===== src/rtl/issue_queue_rr.sv =====
// ============================================================================
//  Module   : issue_queue_rr
//  Purpose  : In-order issue queue feeding arithmetic/branch reservation
//             stations and the ROB. Define IQ_RR_ALLOC_EN for round-robin
//             station allocation; otherwise fixed lowest-index priority.
//  Revision : 1.0  initial release
// ============================================================================
`default_nettype none

package tomasula_types;
    // BRANCH is encoded as zero so an all-zero word reads as the empty default.
    typedef enum logic [2:0] {
        BRANCH = 3'd0,
        ADD    = 3'd1,
        SUB    = 3'd2,
        AND_OP = 3'd3,
        OR_OP  = 3'd4,
        SHL    = 3'd5,
        SHR    = 3'd6,
        MUL    = 3'd7
    } opcode_t;

    typedef struct packed {
        opcode_t     op;
        logic [4:0]  dest;
        logic [4:0]  src1;
        logic [4:0]  src2;
        logic [15:0] imm;
    } ctl_word;
endpackage

module issue_queue_rr
    import tomasula_types::*;
#(
    parameter int DEPTH  = 8,
    parameter int NUM_RS = 4
) (
    input  logic                       clk,
    input  logic                       rst,
    input  logic                       flush,
    input  logic                       ld_iq,
    input  tomasula_types::ctl_word    control_i,
    output logic                       ack_o,
    output logic                       issue_q_full_n,
    output logic [$clog2(DEPTH+1)-1:0] count_o,
    input  logic [NUM_RS-1:0]          rs_empty,
    input  logic                       resbr_empty,
    input  logic                       rob_full,
    output logic [NUM_RS-1:0]          rs_load,
    output logic                       resbr_load,
    output logic                       rob_load,
    output tomasula_types::ctl_word    control_o
);

    localparam int c_PTR_W = $clog2(DEPTH);
    localparam int c_CNT_W = $clog2(DEPTH + 1);
    localparam int c_IDX_W = (NUM_RS > 1) ? $clog2(NUM_RS) : 1;

    ctl_word              r_mem [DEPTH];
    logic [c_PTR_W-1:0]   r_head;
    logic [c_PTR_W-1:0]   r_tail;
    logic [c_CNT_W-1:0]   r_count;

    logic                 w_empty;
    logic                 w_full;
    logic                 w_is_br;
    logic                 w_can_issue;
    logic                 w_deq;
    logic [NUM_RS-1:0]    w_grant;

    assign w_empty = (r_count == '0);
    assign w_full  = (r_count == c_CNT_W'(DEPTH));

    // A full queue refuses new work even when the head pops this cycle.
    assign ack_o          = ld_iq & ~w_full & ~flush & ~rst;
    assign issue_q_full_n = ~w_full;
    assign count_o        = r_count;

    always_comb begin
        control_o = r_mem[r_head];
        if (w_empty) begin
            control_o    = '0;
            control_o.op = BRANCH;
        end
    end

    assign w_is_br     = (control_o.op == BRANCH);
    assign w_can_issue = ~w_empty & ~rob_full & ~flush & ~rst;
    assign w_deq       = w_can_issue & (w_is_br ? resbr_empty : (|rs_empty));

    assign resbr_load  = w_deq & w_is_br;
    assign rob_load    = w_deq;
    assign rs_load     = (w_deq & ~w_is_br) ? w_grant : '0;

`ifdef IQ_RR_ALLOC_EN
    logic [c_IDX_W-1:0]   r_last;
    logic [c_IDX_W-1:0]   w_grant_idx;

    // Search begins one past the last granted station and wraps.
    always_comb begin : p_alloc
        int   idx;
        logic found;
        w_grant     = '0;
        w_grant_idx = '0;
        found       = 1'b0;
        idx         = 0;
        for (int k = 0; k < NUM_RS; k++) begin
            idx = (int'(r_last) + 1 + k) % NUM_RS;
            if (!found && rs_empty[c_IDX_W'(idx)]) begin
                found                  = 1'b1;
                w_grant[c_IDX_W'(idx)] = 1'b1;
                w_grant_idx            = c_IDX_W'(idx);
            end
        end
    end

    always_ff @(posedge clk) begin
        if (rst) begin
            r_last <= c_IDX_W'(NUM_RS - 1);
        end else if (w_deq && !w_is_br) begin
            r_last <= w_grant_idx;
        end
    end
`else
    always_comb begin : p_alloc
        logic found;
        w_grant = '0;
        found   = 1'b0;
        for (int k = 0; k < NUM_RS; k++) begin
            if (!found && rs_empty[c_IDX_W'(k)]) begin
                found                = 1'b1;
                w_grant[c_IDX_W'(k)] = 1'b1;
            end
        end
    end
`endif

    always_ff @(posedge clk) begin
        if (ack_o) begin
            r_mem[r_tail] <= control_i;
        end
    end

    always_ff @(posedge clk) begin
        if (rst || flush) begin
            r_head  <= '0;
            r_tail  <= '0;
            r_count <= '0;
        end else begin
            if (ack_o) begin
                r_tail <= r_tail + c_PTR_W'(1);
            end
            if (w_deq) begin
                r_head <= r_head + c_PTR_W'(1);
            end
            case ({ack_o, w_deq})
                2'b10:   r_count <= r_count + c_CNT_W'(1);
                2'b01:   r_count <= r_count - c_CNT_W'(1);
                default: r_count <= r_count;
            endcase
        end
    end

endmodule

`default_nettype wire

===== config.mk =====
export PLATFORM = sky130hd
export DESIGN_NAME = issue_queue_rr
export DESIGN_NICKNAME = d
export VERILOG_FILES = /design/src/rtl/issue_queue_rr.sv
export SDC_FILE = /design/constraint.sdc
export NUM_CORES = 1
export LEC_CHECK = 0
export BUFFER_PORTS_ARGS = -buffer_cell sky130_fd_sc_hd__buf_2
export CORE_UTILIZATION = 55
export CTS_CLUSTER_DIAMETER = 30
export CTS_CLUSTER_SIZE = 28
export DETAILED_ROUTE_END_ITERATION = 10
export PLACE_DENSITY = 0.74
export SKIP_LAST_GASP = 1
export SLEW_MARGIN = 25
export SYNTH_ARGS = -nofsm -noshare
export SYNTH_HDL_FRONTEND = slang
export SYNTH_SLANG_ARGS = --single-unit
export TNS_END_PERCENT = 20

===== constraint.sdc =====
create_clock -name clk -period 5.9 [get_ports clk]
set_clock_uncertainty 0.1 [all_clocks]
set_input_delay 0.59 -clock clk [delete_from_list [all_inputs] [get_ports clk]]
set_output_delay 0.59 -clock clk [all_outputs]
set_load 0.005 [all_outputs]

==> run_results.csv <==
group,metric,value,unit
setup_path,critPathLaunchType,"register",
placed_design,dp_worst_setup_slack,1900,ps
layout,fin_util,69.3,%
global_route,grt.overflow.total,0,
placed_design,place.gp.congestion,0.728,
layout,nets,700,
synth,ys_ff_latch,285,
synth,avgSynthCellArea,21.2,um2
synth,synth_area_leader_cell,"edfxtp_1",
clock_tree,clk_latency,550,ps
timing,fin_crit,4010,ps
min_path,hold_class,"input port to register",
power_and_ir_drop,totalPowerFinal,0.00516,W
clock_tree,post_cts_resize_count,0,
routing,vias_per_cell,5.68,
setup_path,cp.required,6260,ps
placed_design,io_buffer_count,87,
timing,slew_headroom,29.8,%
setup_path,worstPathArrival,4370,ps
clock_tree,numCtsBuffers,50,
global_route,track_usage,22.3,%
clock_tree,cts.path.max_buffers,3,
synth,syn_inst,526,
synth,synth_flop_cell,"edfxtp_1",
clock_tree,cts-root-buf,"clkbuf_16",
synth,synthArstFlopShare,0,%
timing,grt_setup_unrepaired,"no",
die,initial_core_util,56.7,%
routing,antenna_left,0,
die,ios,90,
placed_design,placed_area,11900,um2
timing,hold_viol,0,
setup_path,path_class,"register to register",
die,row_count,51,
routing,drc,0,
global_route,grt_pass1_wl,33400,um
clock_tree,cts_tree,"yes",
synth,synth_top_area_share,73.3,%
timing,setup_violations,0,
die,die_w,144,um
clock_tree,holdBufCountCts,0,
job,drv_cap,0,
synth,synthesis.area,11100,um2
synth,synthTopCellsByArea,"edfxtp_1 73%, mux4_2 13%, mux2i_1 3.4%",
routing,totalWireLength,21800,um
routing,num_vias,5441,
global_route,grt_antenna_before_repair,1,
timing,drv_slew,0,
timing,period_share,68.0,%
clock_tree,post_cts_buffers,0,
clock_tree,clk_pin_slew,50,ps
die,die_area,20800,um2
routing,firstDrtPassIters,5,
power_and_ir_drop,leakage,4.54,nW
placed_design,hpwl,11400,um
global_route,grt_pass1_vias,5798,
status,status,"complete, no violations",
die,core,19700,um2
clock_tree,cts-htree-levels,2,
timing,max_freq,249,MHz
synth,ys_types,39,
synth,synth_edf_count,272,
layout,fin_area,13600,um2
layout,drive_gt1_share,38.2,%
routing,drt_iter0_drc,321,
clock_tree,cts.sink_count,285,
die,die_h,144,um
synth,synth.most_common_cell,"edfxtp_1",
routing,wl_per_cell,22.8,um
power_and_ir_drop,peakVddDrop,0.241,mV
timing,fin_ws,1890,ps
synth,yosysSeqAreaShare,75.7,%
synth,yosys_warnings,0,
timing,tightest_slew,1050,ps
setup_path,path_max_fanout,69,
layout,synthToLayoutAreaGrowth,22.3,%
timing,final.setup.tns,0,ps
global_route,grt_max_degree,70,
synth,synth_common_cells,"272 x edfxtp_1, 62 x mux4_2, 43 x nor2_1",
setup_path,cp-end-kind,"register",
power_and_ir_drop,p_per_area,379,nW/um2
critical path, cell delays in order, from the launching register on:
cell and delay, ps:
dfxtp_4 1030, mux4_1 710, mux2i_4 200, o311ai_4 180
mux2_4 370, inv_2 90, ha_1 220, xor2_1 90
ha_1 190, a21oi_1 170, xnor2_1 110, or3_1 320
a21oi_1 140
through the flow:
stage | hold slack, ps | instances
floorplan | 330 | 527
global placement | 344 | 863
detailed placement | 355 | 863
CTS | 188 | 956
global route | 199 | 957
finish | 209 | 958
layout by cell type, fill, tap and decap left out, drive strengths merged, types with 2 or more instances in the layout:
cell type  count
clkinvlp       5
ha             5
bufinv         6
mux2           3
mux4          67
dfxtp         13
conb           2
nor3           6
nand2         12
nor4           2
nor2          43
clkinv        15
mux2i         40
nand2b         3
nand3          5
edfxtp       272
inv           18
a21oi          4
xor2           4
or4            2
clkbuf        54
buf           99
power breakdown:
part | internal (W) | switching (W)
clock network | 0.00184 | 0.00100
registers | 0.00223 | 0.00000487
logic | 0.0000297 | 0.0000496
total | 0.00410 | 0.00106
per-layer routing:
metal	part of all wire [%]	vias to the layer above	track usage [%]	routed length, um
li1	-	2439	-	-
met1	40	2776	28.9	8800
met2	51	191	38.1	11200
met3	7.0	35	5.00	1520
met4	1.7	0	6.32	368
met5	0	-	0	0
final cells by class:
| cell class | instances | area [um2] |
|---|---|---|
| clock inverters | 39 | 437 |
| well taps | 265 | 332 |
| diodes | 1 | 2.50 |
| flip-flops and latches | 285 | 8440 |
| clock buffers | 54 | 1270 |
| inverters | 5 | 18.8 |
| fillers | 1233 | 6040 |
| multi-input cells | 210 | 2600 |
| repair buffers | 99 | 526 |
flip-flops by register name (all words and copies together) (netlist names), named ones only:
| name | cells |
|---|---|
| r_head | 3 |
| count_o | 4 |
| r_tail | 3 |
| r_mem | 272 |
kinds of logic (layout without fill, tap and decap cells):
group           count (synthesis)  in the layout  share of synthesized area, %
flops                         285            285                          75.7
mux                           110            110                          17.9
simple gates                   78             78                          3.25
buf+inv                        32            197                          1.46
compound gates                 10             10                         0.742
fa+ha+maj                       5              5                         0.562
xor+xnor                        5              5                         0.393
other cells                     1              3                        0.0337
worst paths after layout:
path	start	end	slack (ps)	cells after the start
worst max register to register	register	count_o[2]$_SDFFE_PP0P_	1890	12
worst max-delay path	register	count_o[2]$_SDFFE_PP0P_	1890	12
worst min-delay path	control_i[2]	r_mem[1][2]$_DFFE_PP_	210	1
worst min register to register	r_head[2]$_SDFFE_PP0N_	register	360	1
(Power assumes the default switching activity.)
